## config.mk

```make
export PLATFORM = sky130hd
export DESIGN_NAME = m_key_conditioner_flat
export DESIGN_NICKNAME = d
export VERILOG_FILES = /design/src/rtl/m_key_conditioner_pkg.sv /design/src/rtl/m_key_conditioner_if.sv /design/src/rtl/m_key_debounce.sv /design/src/rtl/m_key_conditioner.sv /design/src/flat_wrapper.sv
export SDC_FILE = /design/constraint.sdc
export NUM_CORES = 1
export LEC_CHECK = 0
export BUFFER_PORTS_ARGS = -buffer_cell sky130_fd_sc_hd__buf_2
export CORE_MARGIN = 5
export CORE_UTILIZATION = 45
export DETAILED_ROUTE_END_ITERATION = 10
export GPL_TIMING_DRIVEN = 0
export PLACE_DENSITY = 0.73
export SETUP_SLACK_MARGIN = 0.3
export SLEW_MARGIN = 20
export SYNTH_ARGS = -nofsm -noshare
export SYNTH_HDL_FRONTEND = slang
export SYNTH_SLANG_ARGS = --single-unit
```

## constraint.sdc

```tcl
create_clock -name I_CLK -period 2.7 [get_ports I_CLK]
set_input_delay 0.135 -clock I_CLK [delete_from_list [all_inputs] [get_ports I_CLK]]
set_output_delay 0.135 -clock I_CLK [all_outputs]
set_load 0.03 [all_outputs]
```

## src/rtl/m_key_conditioner_pkg.sv

```systemverilog
// Shared state encoding, default parameter values and counter sizing for the key conditioner.
package m_key_conditioner_pkg;

  localparam int unsigned TICK_DIV_DEF   = 27000;
  localparam int unsigned DEB_LEN_DEF    = 6;
  localparam int unsigned REPEAT_DLY_DEF = 500;
  localparam int unsigned REPEAT_PER_DEF = 100;
  localparam logic [7:0]  DATA_INIT_DEF  = 8'hFF;

  typedef enum logic [1:0] {
    ST_IDLE   = 2'd0,
    ST_HOLD   = 2'd1,
    ST_REPEAT = 2'd2
  } state_t;

  // Bits needed to hold 0..max_val; a zero-valued range still gets one bit.
  function automatic int unsigned cnt_w(input int unsigned max_val);
    return (max_val < 1) ? 1 : $clog2(max_val + 1);
  endfunction

endpackage

```

## src/rtl/m_key_conditioner_if.sv

```systemverilog
// Key conditioner to SPI controller signal bundle; master is the conditioner side.
interface m_key_conditioner_if;
  logic       I_KEY_N;
  logic       I_BUSY;
  logic       I_DONE;
  logic       O_START;
  logic [7:0] O_DATA;
  logic       O_KEY;
  logic       O_DROP;

  modport master (
    input  I_KEY_N, I_BUSY, I_DONE,
    output O_START, O_DATA, O_KEY, O_DROP
  );

  modport slave (
    output I_KEY_N, I_BUSY, I_DONE,
    input  O_START, O_DATA, O_KEY, O_DROP
  );
endinterface

```

## src/rtl/m_key_debounce.sv

```systemverilog
// Synchronizes the raw active-low key, divides the clock into sample ticks and debounces on them.
// O_KEY lags a stable level change by DEB_LEN ticks plus the 2-flop synchronizer.
module m_key_debounce
  import m_key_conditioner_pkg::*;
#(
  parameter int unsigned TICK_DIV = TICK_DIV_DEF,
  parameter int unsigned DEB_LEN  = DEB_LEN_DEF
) (
  input  logic i_clk,
  input  logic i_rst,
  input  logic i_key_n,
  output logic o_tick,
  output logic o_key
);

  localparam int unsigned   TW        = cnt_w(TICK_DIV - 1);
  localparam int unsigned   DW        = cnt_w(DEB_LEN);
  localparam logic [TW-1:0] TICK_LAST = TW'(TICK_DIV - 1);
  localparam logic [DW-1:0] DEB_LAST  = DW'(DEB_LEN - 1);

  logic [1:0]    sync_q, sync_d;
  logic [TW-1:0] tick_cnt_q, tick_cnt_d;
  logic [DW-1:0] stab_cnt_q, stab_cnt_d;
  logic          key_q, key_d;
  logic          tick;
  logic          sample;

  always_ff @(posedge i_clk or posedge i_rst) begin
    if (i_rst) begin
      sync_q     <= 2'b11;
      tick_cnt_q <= '0;
      stab_cnt_q <= '0;
      key_q      <= 1'b0;
    end else begin
      sync_q     <= sync_d;
      tick_cnt_q <= tick_cnt_d;
      stab_cnt_q <= stab_cnt_d;
      key_q      <= key_d;
    end
  end

  always_comb begin
    sync_d     = {sync_q[0], i_key_n};
    sample     = ~sync_q[1];
    tick       = (tick_cnt_q == TICK_LAST);
    tick_cnt_d = tick ? '0 : tick_cnt_q + TW'(1);
    stab_cnt_d = stab_cnt_q;
    key_d      = key_q;
    // Any sample agreeing with the accepted level restarts the run.
    if (tick) begin
      if (sample == key_q) begin
        stab_cnt_d = '0;
      end else if (stab_cnt_q == DEB_LAST) begin
        key_d      = sample;
        stab_cnt_d = '0;
      end else begin
        stab_cnt_d = stab_cnt_q + DW'(1);
      end
    end
  end

  assign o_tick = tick;
  assign o_key  = key_q;

endmodule

```

## src/rtl/m_key_conditioner.sv

```systemverilog
// Turns a debounced push-button into SPI start requests with auto-repeat and a countdown data byte.
// Requests reach O_START one cycle after being granted; while I_BUSY is high one request is held and extras pulse O_DROP.
module m_key_conditioner
  import m_key_conditioner_pkg::*;
#(
  parameter int unsigned TICK_DIV   = TICK_DIV_DEF,
  parameter int unsigned DEB_LEN    = DEB_LEN_DEF,
  parameter int unsigned REPEAT_DLY = REPEAT_DLY_DEF,
  parameter int unsigned REPEAT_PER = REPEAT_PER_DEF,
  parameter logic [7:0]  DATA_INIT  = DATA_INIT_DEF
) (
  input  logic                I_CLK,
  input  logic                I_RESET,
  m_key_conditioner_if.master bus
);

  localparam int unsigned   HOLD_MAX = (REPEAT_DLY > REPEAT_PER) ? REPEAT_DLY : REPEAT_PER;
  localparam int unsigned   HW       = cnt_w(HOLD_MAX);
  localparam logic [HW-1:0] HOLD_DLY = HW'(REPEAT_DLY);
  localparam logic [HW-1:0] HOLD_PER = HW'(REPEAT_PER);
  localparam bit            RPT_EN   = (REPEAT_PER != 0);

  logic tick;
  logic key;

  m_key_debounce #(
    .TICK_DIV (TICK_DIV),
    .DEB_LEN  (DEB_LEN)
  ) u_debounce (
    .i_clk   (I_CLK),
    .i_rst   (I_RESET),
    .i_key_n (bus.I_KEY_N),
    .o_tick  (tick),
    .o_key   (key)
  );

  state_t        state_q, state_d;
  logic [HW-1:0] hold_cnt_q, hold_cnt_d;
  logic          key_dly_q, key_dly_d;
  logic          done_dly_q, done_dly_d;
  logic          pending_q, pending_d;
  logic          start_q, start_d;
  logic          drop_q, drop_d;
  logic [7:0]    data_q, data_d;
  logic          key_rise, key_fall, hold_expired, req, grant;

  assign key_rise     = key & ~key_dly_q;
  assign key_fall     = ~key & key_dly_q;
  // Expiry is judged on the tick that would take the counter to zero.
  assign hold_expired = tick && (hold_cnt_q <= HW'(1));

  always_ff @(posedge I_CLK or posedge I_RESET) begin
    if (I_RESET) begin
      state_q <= ST_IDLE;
    end else begin
      state_q <= state_d;
    end
  end

  always_comb begin
    state_d = state_q;
    case (state_q)
      ST_IDLE: begin
        if (key_rise) state_d = ST_HOLD;
      end
      ST_HOLD, ST_REPEAT: begin
        if (key_fall)                    state_d = ST_IDLE;
        else if (hold_expired && RPT_EN) state_d = ST_REPEAT;
      end
      default: state_d = ST_IDLE;
    endcase
  end

  always_comb begin
    req        = 1'b0;
    hold_cnt_d = hold_cnt_q;
    case (state_q)
      ST_IDLE: begin
        if (key_rise) begin
          req        = 1'b1;
          hold_cnt_d = HOLD_DLY;
        end
      end
      ST_HOLD, ST_REPEAT: begin
        if (key_fall) begin
          hold_cnt_d = '0;
        end else if (hold_expired && RPT_EN) begin
          req        = 1'b1;
          hold_cnt_d = HOLD_PER;
        end else if (tick && (hold_cnt_q != '0)) begin
          hold_cnt_d = hold_cnt_q - HW'(1);
        end
      end
      default: hold_cnt_d = '0;
    endcase
  end

  always_ff @(posedge I_CLK or posedge I_RESET) begin
    if (I_RESET) begin
      hold_cnt_q <= '0;
      key_dly_q  <= 1'b0;
      done_dly_q <= 1'b0;
      pending_q  <= 1'b0;
      start_q    <= 1'b0;
      drop_q     <= 1'b0;
      data_q     <= DATA_INIT;
    end else begin
      hold_cnt_q <= hold_cnt_d;
      key_dly_q  <= key_dly_d;
      done_dly_q <= done_dly_d;
      pending_q  <= pending_d;
      start_q    <= start_d;
      drop_q     <= drop_d;
      data_q     <= data_d;
    end
  end

  // A request landing on the grant cycle re-arms pending instead of counting as a drop.
  always_comb begin
    grant      = pending_q & ~bus.I_BUSY;
    start_d    = grant;
    drop_d     = req & pending_q & ~grant;
    pending_d  = req | (pending_q & ~grant);
    key_dly_d  = key;
    done_dly_d = bus.I_DONE;
    data_d     = (bus.I_DONE & ~done_dly_q) ? data_q - 8'd1 : data_q;
  end

  assign bus.O_START = start_q;
  assign bus.O_DROP  = drop_q;
  assign bus.O_KEY   = key;
  assign bus.O_DATA  = data_q;

endmodule

```

## src/flat_wrapper.sv

```systemverilog
// flat-port wrapper written by rule: the top's interface ports become plain ports
module m_key_conditioner_flat import m_key_conditioner_pkg::*;
#(
  parameter int unsigned TICK_DIV   = TICK_DIV_DEF,
  parameter int unsigned DEB_LEN    = DEB_LEN_DEF,
  parameter int unsigned REPEAT_DLY = REPEAT_DLY_DEF,
  parameter int unsigned REPEAT_PER = REPEAT_PER_DEF,
  parameter logic [7:0]  DATA_INIT  = DATA_INIT_DEF
)
  (I_CLK, I_RESET, bus_I_KEY_N, bus_I_BUSY, bus_I_DONE, bus_O_START, bus_O_DATA, bus_O_KEY, bus_O_DROP);
  m_key_conditioner_if bus_i ();
  input  logic I_CLK;
  input  logic I_RESET;
  input wire logic [$bits(bus_i.I_KEY_N)-1:0] bus_I_KEY_N;
  input wire logic [$bits(bus_i.I_BUSY)-1:0] bus_I_BUSY;
  input wire logic [$bits(bus_i.I_DONE)-1:0] bus_I_DONE;
  output wire logic [$bits(bus_i.O_START)-1:0] bus_O_START;
  output wire logic [$bits(bus_i.O_DATA)-1:0] bus_O_DATA;
  output wire logic [$bits(bus_i.O_KEY)-1:0] bus_O_KEY;
  output wire logic [$bits(bus_i.O_DROP)-1:0] bus_O_DROP;
  assign bus_i.I_KEY_N = bus_I_KEY_N;
  assign bus_i.I_BUSY = bus_I_BUSY;
  assign bus_i.I_DONE = bus_I_DONE;
  assign bus_O_START = bus_i.O_START;
  assign bus_O_DATA = bus_i.O_DATA;
  assign bus_O_KEY = bus_i.O_KEY;
  assign bus_O_DROP = bus_i.O_DROP;
  m_key_conditioner #(.TICK_DIV(TICK_DIV), .DEB_LEN(DEB_LEN), .REPEAT_DLY(REPEAT_DLY), .REPEAT_PER(REPEAT_PER), .DATA_INIT(DATA_INIT)) u_core (.I_CLK(I_CLK), .I_RESET(I_RESET), .bus(bus_i));
endmodule
```

Yosys cells after proc, flatten, opt, wreduce, memory -nomap -nowiden:

Index checks and enable logic that the tools add are counted.

* flip-flop bits (word level): 45
* latch bits: 0
* RAM bits: 0
* memory bits (read-only): 0
* logic and storage cells: 64
* memories: 0

* $add $sub $neg: 4
* $mul: 0
* divide/modulo/power cells: 0
* magnitude comparators: 1
* eq/ne operators: 8
* shift-type cells: 0
* multiplexer cells: 16
* bitwise gates (word level): 15
* reduce and logical (&&, ||, !) cells: 8

Operators with widths (number)
* $mux W9: 4
* $pmux W9 S2: 1
* $add A15 B1 Y15 const B: 1
* $eq A15 B15 Y1 const B: 1
* $mux W15: 1
* $le A9 B1 Y1 const B: 1
* $reduce_bool A9 Y1: 1
* $sub A9 B1 Y9 const B: 1
* $sub A8 B1 Y8 const B: 1
* $and A1 B1 Y1: 7
* $not A1 Y1: 7
* $mux W2: 3
* $mux W3: 2
* $ne A4 B1 Y1 const B: 1
* $pmux W2 S2: 1
* $reduce_and A2 Y1: 2
* $add A3 B1 Y3 const B: 1
* $eq A3 B3 Y1 const B: 1
* $mux W1: 3
* $ne A3 B1 Y1 const B: 1
* $reduce_and A3 Y1: 1
* $eq A2 B1 Y1 const B: 1
* $eq A2 B2 Y1 const B: 1
* $logic_and A1 B1 Y1: 2
* other kinds (6): 6

Depth between registers and ports, before layout:

Gate-level depths: netlist of run 1.

* depth after elaboration: 7
* depth in mapped cells: 8
* mapped depth without buffers: 7

Hierarchy:

A second synthesis of run 1 with hierarchy kept.

* cell total of the unflattened synthesis: 215
* area total of the unflattened synthesis: 2284.7 µm²

By module, submodules not included
* m_key_conditioner: instances 1, cells each 131, area an instance 1336.3 µm², seq. area each 610.6 µm²
* m_key_debounce: instances 1, cells each 84, area an instance 948.4 µm², seq. area each 528.0 µm²

Worst setup path after synthesis of run 1:

Ideal clock, no wire load.

* path kind: reg2reg
* start: register u_core.u_debounce.tick_cnt_q[0]
* end: register u_core.hold_cnt_q[6]
* setup time: 0.119 ns
* arrival: 1.652 ns
* required time: 2.581 ns
* setup slack: 0.929 ns
* cell stages (with the launch flop): 9
* path buffers: 2
* clock period less this slack: 1.771 ns
* cells stage by stage: dfrtp_1 -> ha_1 -> and4bb_1 -> and4b_1 -> buf_6 -> o221ai_4 -> buf_6 -> a21oi_1 -> o21ba_1

* word-level cells in the longest chain between the ends: 5
* elaborated cells on any way between the ends: 8
* classes of those cells: eq/ne: 2; mux: 3; reduce/logical: 3

Ends and longest elaborated chain
* start: declaration: RTL line m_key_debounce.sv:22 `logic [TW-1:0] tick_cnt_q, tick_cnt_d;`
* start signal: assignment: RTL line m_key_debounce.sv:36 `tick_cnt_q <= tick_cnt_d;`
* $eq A15 B15 Y1 *: RTL line m_key_debounce.sv:45 `tick = (tick_cnt_q == TICK_LAST);`
* $logic_and A1 B1 Y1: RTL line m_key_conditioner.sv:50 `assign hold_expired = tick && (hold_cnt_q <= HW'(1));`
* $mux W9: RTL line m_key_conditioner.sv:87 `end else if (hold_expired && RPT_EN) begin`
* $mux W9: RTL line m_key_conditioner.sv:85 `if (key_fall) begin`
* $pmux W9 S2: RTL line m_key_conditioner.sv:77 `case (state_q)`
* end signal: assignment: RTL line m_key_conditioner.sv:108 `hold_cnt_q <= hold_cnt_d;`
* end: declaration: RTL line m_key_conditioner.sv:38 `logic [HW-1:0] hold_cnt_q, hold_cnt_d;`

Mark *: on every way between the ends. The rest lies on a longest branch, timed or not.
A chain may end at the register's enable or synchronous reset.

Final worst setup path of run 1:

* start: register u_core.hold_cnt_q[1]
* end: register u_core.hold_cnt_q[8]

* word-level cells in the longest chain between the ends: 5
* elaborated cells on any way between the ends: 11
* classes of those cells: add/sub: 1; order compare: 1; eq/ne: 1; mux: 4; reduce/logical: 4

Ends and longest elaborated chain (RTL line)
* $sub A9 B1 Y9 / $le A9 B1 Y1 (equally long branches): m_key_conditioner.sv:91, m_key_conditioner.sv:50
* $mux W9 / $logic_and A1 B1 Y1 (equally long branches): m_key_conditioner.sv:90, m_key_conditioner.sv:50
* $mux W9: m_key_conditioner.sv:87
* $mux W9: m_key_conditioner.sv:85
* $pmux W9 S2: m_key_conditioner.sv:77

Parallel ways exist; a longest one is shown, timed or not. The select of a mux whose other input is x is not followed.

==> out/results.tsv, run 1 <==
metric	value	unit
status	completed	
largest net degree at the start of global routing	34	
share of cells above drive strength 1	20.5	%
FILL cells	479	
worst r2r path cells	7	
Worst Skew	0.00356	ns
hold crit path type	primary input to async pin	
clock buffer depth	2	
drt total wl	4200	um
Post-Syn Area per Cell	10.5	sq um
Setup crit start kind	register	
maximum vdd ir drop	643	uV
Core ar.	0.00507	sq mm
io pins	16	
total track usage	14.1	%
placer congestion estimate	0.785	
Layout Nets	260	
Slew Viols, Final	0	
initial core utilization	45.8	%
first-pass GRT wire length	7310	um
Synth Flop Type	dfrtp_1	
Post-Place Cells	307	
Mapped Area	0.00232	sq mm
1st-iter DRT viols	71	
n_diodes	0	
Syn-to-layout area delta	14.6	%
Cell variety after synth	51	
leakage	1.23	nW
Min Hold Slack	0.335	ns
FP Rows	26	
setup TNS	0	ns
Final Hold Vio Count	0	
Reg clk slew, reported paths	0.08	ns
CTS H-tree depth	2	
Crit Path Class	register to register	
Finished Cell Area	0.00266	sq mm
worst skew pair latency	0.30	ns
Root Buffer	clkbuf_8	
post-synthesis net count	233	
Seq/Total Area, Yosys	49.0	%
Inserted Clock Buffers	5	
final setup vio count	0	
final setup margin	0.698	ns
router iterations before antenna repair	4	
Remaining Overflow, GRT	0	
Slew @ Worst Pin	0.473	ns
EDFF count, synth	0	
antenna violations before repair	0	
Worst Setup End Kind	register	
Slew Limit Headroom	68.4	%
vias in the first global route	1674	
Vert. Die Dim	81.8	um
fin util	52.4	%
Design Power	1.67	mW
hpwl dp	2970	um
post-CTS repair timing setup buffer count	0	
maximum clock frequency	499	MHz
via count	1702	
die area	0.00670	sq mm
CTS tree	done	
count of state elements after synthesis	45	
crit path time final	2.00	ns
Placed Area	0.00250	sq mm
die width	81.8	um
Final Cycle Share	74.2	%
CP arrival	2.22	ns
P per Cell Area	629	mW/mm^2
DRC Markers	0	
IO Port Bufs	15	
WP data required	2.91	ns
Max-Cap Viols	0	
clock sinks	45	
Post-Place Worst Slack	0.738	ns
via/cell ratio	5.34	
antenna viol nets, final	0	
non-filler instance count after layout	319	
wire per inst	13.2	um
post-synthesis async set-or-reset flop share	100	%
Syn Inst Count	221	
Max FO, Critical Path	6	
RSZ-0062 raised after global routing	no	
Synth warnings	0	
[final timing paths]
check,end,slack [ns],startpoint
worst max-delay path,u_core.hold_cnt_q[8]$_DFFE_PP0P_,0.70,u_core.hold_cnt_q[1]$_DFFE_PP0P_
worst min-delay path,u_core.hold_cnt_q[5]$_DFFE_PP0P_,0.33,I_RESET
worst max register to register,u_core.hold_cnt_q[8]$_DFFE_PP0P_,0.70,u_core.hold_cnt_q[1]$_DFFE_PP0P_
worst min register to register,u_core.u_debounce.sync_q[1]$_DFF_PP1_,0.36,u_core.u_debounce.sync_q[0]$_DFF_PP1_
max in group asynchronous,u_core.bus.O_DATA[4]$_DFFE_PP1P_,1.83,I_RESET
min in group I_CLK,u_core.u_debounce.sync_q[1]$_DFF_PP1_,0.36,u_core.u_debounce.sync_q[0]$_DFF_PP1_
[flip-flops by register name, indices dropped and copies added, names as in the netlist]
register	count
u_core.bus.O_DATA	8
u_core.bus.O_DROP	1
u_core.bus.O_START	1
u_core.done_dly_q	1
u_core.hold_cnt_q	9
u_core.key_dly_q	1
u_core.pending_q	1
u_core.state_q	2
u_core.u_debounce.o_key	1
u_core.u_debounce.stab_cnt_q	3
u_core.u_debounce.sync_q	2
u_core.u_debounce.tick_cnt_q	15
[cell usage in the layout, fill, tap and decap left out, types with 2 or more instances in the layout]
cell,Yosys,routed
nor2b_1,2,2
nand2b_1,4,4
buf_2,1,16
o221ai_1,2,2
a21oi_1,6,6
xnor2_1,13,13
and4bb_1,3,3
o31ai_1,2,2
and3_1,4,4
clkbuf_8,0,6
nor2_1,16,16
or3_1,3,3
o311a_1,2,2
buf_6,2,2
dlygate4sd3_1,0,4
nand3_1,8,8
nor3_2,2,2
and4b_1,2,2
dfrtp_1,35,35
xor2_1,8,8
a21o_1,2,2
and4_1,2,2
nor3_1,10,10
clkbuf_1,2,3
nand4_1,4,4
ha_1,7,7
o21ai_0,7,7
dfstp_2,10,10
or3_4,2,2
inv_1,14,13
o21ai_1,5,5
a31oi_1,3,3
nand2_1,18,18
[where the power goes]
| group | switching, mW | total, mW | internal (mW) |
|---|---|---|---|
| combinational | 0.194 | 0.296 | 0.103 |
| clock | 0.227 | 0.529 | 0.302 |
| sequential | 0.0655 | 0.849 | 0.783 |
[layout make-up]
cell class	instances	area, sq um	area share (%)
Multi-Input combinational cell	157	1100	41.2
Clock inverter	1	30.0	1.13
Clock buffer	7	86.3	3.24
Buffer	5	35.0	1.32
Tap cell	70	87.6	3.29
Inverter	14	52.6	1.97
Timing Repair Buffer	20	135	5.08
Sequential cell	45	1140	42.8
[cell usage after synthesis (2+ instances only)]
| cell type | number | area [sq um] |
|---|---|---|
| o21ai_0 | 7 | 35.0 |
| nor3_1 | 10 | 50.1 |
| a21oi_1 | 6 | 30.0 |
| nand4_1 | 4 | 25.0 |
| buf_6 | 2 | 22.5 |
| nor3_2 | 2 | 20.0 |
| dfrtp_1 | 35 | 876 |
| a31oi_1 | 3 | 18.8 |
| nand2b_1 | 4 | 25.0 |
| dfstp_2 | 10 | 263 |
| xor2_1 | 8 | 70.1 |
| and4_1 | 2 | 17.5 |
| o21ai_1 | 5 | 25.0 |
| or3_4 | 2 | 22.5 |
| nor2b_1 | 2 | 12.5 |
| xnor2_1 | 13 | 114 |
| o31ai_1 | 2 | 15.0 |
| a21o_1 | 2 | 15.0 |
| or3_1 | 3 | 18.8 |
| nand3_1 | 8 | 40.0 |
| o221ai_1 | 2 | 17.5 |
| and4b_1 | 2 | 20.0 |
| inv_1 | 14 | 52.6 |
| o311a_1 | 2 | 20.0 |
| ha_1 | 7 | 87.6 |
| clkbuf_1 | 2 | 7.51 |
| nand2_1 | 18 | 67.6 |
| nor2_1 | 16 | 60.1 |
| and3_1 | 4 | 25.0 |
| and4bb_1 | 3 | 37.5 |
[layer usage]
metal / share of wire, % / vias up / track usage, %
li1: - / 835 / -
met1: 47 / 832 / 18.1
met2: 48 / 27 / 22.9
met3: 3.4 / 8 / 3.73
met4: 1.4 / 0 / 5.15
met5: 0 / - / 0
[timing repair]
| action | CTS | global route |
|---|---|---|
| hold buffers | 4 | 0 |
| endpoints found under the hold margin | 15 | 0 |
| resized for setup | 0 | 0 |
[cell families (layout without fill, tap and decap cells)]
family | after synthesis | count (layout) | share of synthesized area [%]
AO/OA/AOI/OAI | 38 | 38 | 11.6
XOR/XNOR | 21 | 21 | 7.92
adder cells (fa/ha/maj) | 7 | 7 | 3.77
buffers and inverters | 19 | 47 | 3.77
flip-flops | 45 | 45 | 49.0
multiplexers | 1 | 1 | 0.485
AND/OR/NAND/NOR | 90 | 90 | 23.4
[worst max-delay path: stages (launching register included)]
cell      delay [ns]
dfrtp_1         0.44
inv_1           0.11
ha_1            0.19
o21bai_1        0.16
and3_1          0.24
a21oi_1         0.42
a31oi_1         0.16
o221ai_1        0.19
Note: power is estimated with default switching activity, not from simulation.
==> inputs of run 2 (changes only) <==
Settings changed: ABC_AREA set to 1, PLACE_DENSITY 0.73 to 0.75.
Clock period 2.7 ns to 1.8 ns, I/O delays scaled along.
==> run 2 against run 1 <==
  * First-iteration DRC count increased by 130%
  * Critical path type unchanged
  * Setup slack got worse by 0.55 ns
  * Utilization increased by 6.5 points
  * Cell count increased by 38%
  * Combinational power increased by 24%
  * Non-clock buffer count increased by 22
  * Die area increased by 8.2%
  * Worst hold slack got worse by 0.071 ns
  * Register-to-register slack got worse by 0.55 ns
  * Fmax increased by 21%
  * Global-route usage increased by 2.7 points
==> out/results.tsv, run 2 <==
metric	value	unit
status	completed	
post-synthesis net count	327	
crit path time final	1.65	ns
Reg clk slew, reported paths	0.10	ns
drt total wl	5910	um
WP data required	2.02	ns
Cell variety after synth	26	
Max FO, Critical Path	5	
Layout Nets	380	
placer congestion estimate	0.876	
Seq/Total Area, Yosys	44.8	%
Final Cycle Share	91.8	%
antenna viol nets, final	0	
number of flip-flops in the largest register	15	
Placed Area	0.00273	sq mm
largest net degree at the start of global routing	34	
share of cells above drive strength 1	28.2	%
Crit Path Class	register to register	
Slew @ Worst Pin	0.349	ns
Inserted Clock Buffers	5	
total track usage	16.8	%
count of state elements after synthesis	45	
most common cell after layout, fill and taps aside	nand2_1	
CP peak stage delay	0.41	ns
CTS tree	done	
Post-Syn Area per Cell	8.06	sq um
CTS H-tree depth	2	
CP max stage cell	dfrtp_1	
Slew Limit Headroom	76.7	%
1st-iter DRT viols	162	
Worst Setup End Kind	register	
final setup margin	0.148	ns
most frequent cells in the layout	nand2_1 (63), inv_1 (47), nor2_1 (33), dfrtp_1 (33), nand3_1 (32)	
maximum clock frequency	605	MHz
P per Cell Area	721	mW/mm^2
Syn Inst Count	315	
Remaining Overflow, GRT	0	
setup TNS	0	ns
most frequent cells after synthesis	nand2_1 (67), inv_1 (50), nand3_1 (38)	
die area	0.00725	sq mm
io pins	16	
clock buffer depth	2	
maximum vdd ir drop	925	uV
vias in the first global route	2258	
via count	2251	
wire per inst	13.4	um
worst skew pair latency	0.30	ns
Crit path depth	11	
initial core utilization	46.1	%
antenna violations before repair	0	
FP Rows	27	
IO Port Bufs	15	
Syn-to-layout area delta	27.8	%
die width	85.1	um
Core ar.	0.00551	sq mm
Post-Place Worst Slack	0.0620	ns
router iterations before antenna repair	4	
Root Buffer	clkbuf_8	
first-pass GRT wire length	9870	um
Setup crit start kind	register	
leakage	1.64	nW
Final Hold Vio Count	0	
CP arrival	1.88	ns
worst r2r path cells	11	
RSZ-0062 raised after global routing	yes	
Vert. Die Dim	85.1	um
Design Power	2.34	mW
Largest Register	u_core.u_debounce.tick_cnt_q	
share of the synthesized area in the top cell type	34.5	%
count leader, synth	nand2_1	
final setup vio count	0	
clock sinks	45	
Synth Flop Type	dfrtp_1	
CP cell instances	ha_4, nand2_4, nor2_4, nand3_4, nor2_8, buf_6, buf_8, nand3_4, nand2_2, nand2_2, nor3_2	
Max-Cap Viols	0	
Worst Skew	0.0131	ns
Synth warnings	0	
hold crit path type	primary input to async pin	
crit-path leading delay family	simple AND/OR/NAND/NOR gates	
Slew Viols, Final	0	
area leader, netlist	dfrtp_1	
WP buf/inv	2	
synth top area cells	dfrtp_1 (34%), dfstp_2 (10%), nand2_1 (9.9%), nand3_1 (7.5%), inv_1 (7.4%)	
via/cell ratio	5.10	
post-synthesis async set-or-reset flop share	100	%
EDFF count, synth	0	
n_diodes	0	
Finished Cell Area	0.00325	sq mm
Mapped Area	0.00254	sq mm
DRC Markers	0	
hpwl dp	3560	um
[run 2: changes by cell type after synthesis, moves of 4 or more]
cell | before | now
nor2_1 | 16 | 37
and3_1 | 4 | 0
xnor2_1 | 13 | 1
nand2b_1 | 4 | 0
nand2_4 | 0 | 4
nand2_1 | 18 | 67
nand3_1 | 8 | 38
xor2_1 | 8 | 16
inv_1 | 14 | 50
[run 2: stage by stage]
stage | utilization (%) | std cells | hold slack, ns
detailed placement | 49.5 | 403 | 0.0609
finish | 59.0 | 441 | 0.264
global route | 59.0 | 441 | 0.301
floorplan | - | 315 | 0.0945
CTS | 56.8 | 433 | 0.272
global placement | 49.2 | 402 | 0.196
[run 2: power breakdown]
group	internal [mW]	leakage [nW]	switching, mW	total [mW]
Clock	0.424	0.0591	0.375	0.799
Combinational	0.109	1.00	0.258	0.367
Sequential	1.13	0.574	0.0489	1.18
Total	1.66	1.64	0.682	2.34
[run 2: cells by family after synthesis]
kind of cell	count (synthesis)	synth area share, %
simple gates	174	33.5
flops	45	44.8
fa+ha+maj	7	3.45
buf+inv	55	8.72
compound gates	17	3.60
xor+xnor	17	5.86
[run 2: final cells by class]
cell class / instances / area [sq um]
Tap cell: 72 / 90.1
Multi-Input combinational cell: 216 / 1310
Timing Repair Buffer: 45 / 365
Sequential cell: 45 / 1140
Fill cell: 467 / 2260
Inverter: 53 / 199
Clock buffer: 5 / 68.8
Buffer: 2 / 30.0
Clock inverter: 3 / 47.5
[run 2: path summary, 6_finish.rpt]
| path | startpoint | to | slack [ns] |
|---|---|---|---|
| max reg2reg | u_core.u_debounce.tick_cnt_q[1]$_DFF_PP0_ | u_core.bus.O_DROP$_DFF_PP0_ | 0.15 |
| min in group I_CLK | u_core.u_debounce.sync_q[0]$_DFF_PP1_ | u_core.u_debounce.sync_q[1]$_DFF_PP1_ | 0.36 |
| min reg2reg | u_core.u_debounce.sync_q[0]$_DFF_PP1_ | u_core.u_debounce.sync_q[1]$_DFF_PP1_ | 0.36 |
| max | u_core.u_debounce.tick_cnt_q[1]$_DFF_PP0_ | u_core.bus.O_DROP$_DFF_PP0_ | 0.15 |
| min | I_RESET | u_core.bus.O_START$_DFF_PP0_ | 0.26 |
| max in group asynchronous | I_RESET | u_core.bus.O_DATA[7]$_DFFE_PP1P_ | 1.00 |
[run 2: what timing repair did]
action	4_1_cts	5_1_grt
gates cloned	2	0
endpoints found under the setup margin	20	26
gates resized for setup	22	16
pin swaps	11	12
endpoints found under the hold margin	15	0
hold buffers	4	0
buffers inserted	16	8
[run 2: worst register-to-register path: stages (launching register included)]
cell and delay, ns:
dfrtp_1 0.41, ha_4 0.17, nand2_4 0.06, nor2_4 0.12, nand3_4 0.11, nor2_8 0.12, buf_6 0.13, buf_8 0.11
nand3_4 0.10, nand2_2 0.08, nand2_2 0.06, nor3_2 0.10
[run 2: layer usage]
layer  vias to the layer above  part of all wire, %  global-route usage (%)
li1                       1102                    -                       -
met1                      1072                   41                    20.0
met2                        62                   52                    29.6
met3                        15                  4.1                    3.40
met4                         0                  2.3                    6.76
met5                         -                    0                       0
==> inputs of run 3 (changes only) <==
Clock period 1.8 ns to 1.5 ns, I/O delays scaled along.
==> run 3 against run 2 <==
  * The run now ends with setup timing left
  * Sequential cell count unchanged
  * Combinational power rose by 37%
  * Count of clock-buffer cells in the layout is the same
  * Critical path depth is the same
  * Power increased by 24%
  * Worst hold slack worse by 0.15 ns
  * Register-to-register slack lost 0.31 ns
  * Die area is the same
  * Critical endpoint is now u_core.hold_cnt_q[8]$_DFFE_PP0P_
  * Largest cell class unchanged
==> out/results.tsv, run 3 (synthesized netlist as in run 2, its figures left out) <==
metric	value	unit
RSZ-0062 raised after global routing	yes	
most frequent cells in the layout	nand2_1 (60), inv_1 (45), dfrtp_1 (34), nor2_1 (27), nand3_1 (27)	
Syn-to-layout area delta	33.1	%
fin util	61.4	%
CTS H-tree depth	2	
non-filler instance count after layout	448	
Slew Limit Headroom	75.0	%
Slew Viols, Final	0	
clock buffer depth	2	
total track usage	18.1	%
wire per inst	13.7	um
Slew @ Worst Pin	0.373	ns
crit path time final	1.66	ns
Core ar.	0.00551	sq mm
largest net degree at the start of global routing	34	
maximum vdd ir drop	1080	uV
CP max stage cell	dfrtp_1	
Final Cycle Share	111	%
CTS tree	done	
final setup vio count	21	
most used cell, CP	nand2_4	
WP buf/inv	1	
antenna viol nets, final	0	
Reg clk slew, reported paths	0.09	ns
hold crit path type	primary input to register	
Remaining Overflow, GRT	0	
DRC Markers	0	
vias in the first global route	2288	
CP cell instances	ha_4, nand2_4, nor2_4, nand3_4, nor2_8, nand2_4, nand2_4, nand2_8, buf_8, nand3_1, nand2_1	
share of cells above drive strength 1	34.3	%
Max FO, Critical Path	6	
number of flip-flops in the largest register	15	
P per Cell Area	857	mW/mm^2
leakage	1.67	nW
final setup margin	-0.161	ns
first-pass GRT wire length	10400	um
met2 routed WL	3150	um
Crit Path Class	register to register	
die area	0.00725	sq mm
initial core utilization	46.1	%
worst skew pair latency	0.31	ns
via count	2271	
Inserted Clock Buffers	5	
n_diodes	0	
FP Rows	27	
1st-iter DRT viols	104	
io pins	16	
Setup crit start kind	register	
routed wl met3	296	um
CP arrival	1.87	ns
router iterations before antenna repair	4	
Min Hold Slack	0.118	ns
Layout Nets	387	
max layer used	met4	
hpwl dp	3680	um
CP peak stage delay	0.40	ns
placer congestion estimate	0.848	
Post-Place Cells	403	
antenna violations before repair	0	
Worst Skew	0.00322	ns
most common cell after layout, fill and taps aside	nand2_1	
met1 WL	2470	um
drt total wl	6120	um
via/cell ratio	5.07	
Worst Setup End Kind	register	
WP data required	1.70	ns
die width	85.1	um
Root Buffer	clkbuf_8	
IO Port Bufs	15	
failing checks	setup timing	
Max-Cap Viols	0	
Final Hold Vio Count	0	
maximum clock frequency	602	MHz
clock sinks	45	
Largest Register	u_core.u_debounce.tick_cnt_q	
status	complete, but fails checks	
Vert. Die Dim	85.1	um
crit-path leading delay family	simple AND/OR/NAND/NOR gates	
-- run 3: area by class of cell --
cell class / count / area [sq um]
Timing Repair Buffer: 51 / 420
Buffer: 2 / 30.0
Tap cell: 72 / 90.1
Fill cell: 435 / 2130
Inverter: 53 / 199
Clock inverter: 3 / 47.5
Clock buffer: 5 / 68.8
Sequential cell: 45 / 1140
Multi-Input combinational cell: 217 / 1390
-- run 3: report_power, final --
group | switching [mW] | leakage [nW] | internal, mW
Combinational | 0.330 | 1.04 | 0.171
Sequential | 0.0670 | 0.575 | 1.35
Clock | 0.467 | 0.0591 | 0.509
-- run 3: final timing paths --
path,slack (ns),endpoint,start,depth (start not counted)
min in group asynchronous,0.27,u_core.bus.O_START$_DFF_PP0_,I_RESET,3
hold / removal,0.12,u_core.bus.O_DATA[2]$_DFFE_PP1P_,bus_I_DONE,5
setup reg to reg,-0.16,u_core.hold_cnt_q[8]$_DFFE_PP0P_,u_core.u_debounce.tick_cnt_q[1]$_DFF_PP0_,11
max in group asynchronous,0.70,u_core.bus.O_DATA[7]$_DFFE_PP1P_,I_RESET,4
setup / recovery,-0.16,u_core.hold_cnt_q[8]$_DFFE_PP0P_,u_core.u_debounce.tick_cnt_q[1]$_DFF_PP0_,11
hold reg to reg,0.36,u_core.u_debounce.sync_q[1]$_DFF_PP1_,u_core.u_debounce.sync_q[0]$_DFF_PP1_,0
-- run 3: metal layers --
layer,vias to the layer above,track usage [%]
met2,74,32.1
met4,0,8.35
met5,-,0
li1,1121,-
met1,1057,20.6
met3,19,3.79
-- run 3: repair_timing --
action | CTS | global route
endpoints found under the setup margin | 32 | 34
pin swaps | 9 | 8
hold buffers | 4 | 0
gates resized for setup | 32 | 12
endpoints found under the hold margin | 15 | 0
gates cloned | 3 | 0
setup buffers | 24 | 6
-- run 3: per-stage QoR --
step	area (sq um)	total power, mW	worst slack [ns]	setup TNS [ns]
detailed placement	2800	1.91	-0.200	-2.07
floorplan	2620	1.78	-0.0208	-0.185
global route	3380	3.03	-0.285	-4.38
finish	3380	2.90	-0.161	-1.78
CTS	3290	2.92	-0.113	-1.13
global placement	2780	1.88	-0.190	-8.14
-- run 3: tightest hold or removal path: stages --
cell	delay, ns
buf_2	0.10
inv_1	0.08
nor2_4	0.05
nand2_1	0.06
xor2_1	0.06
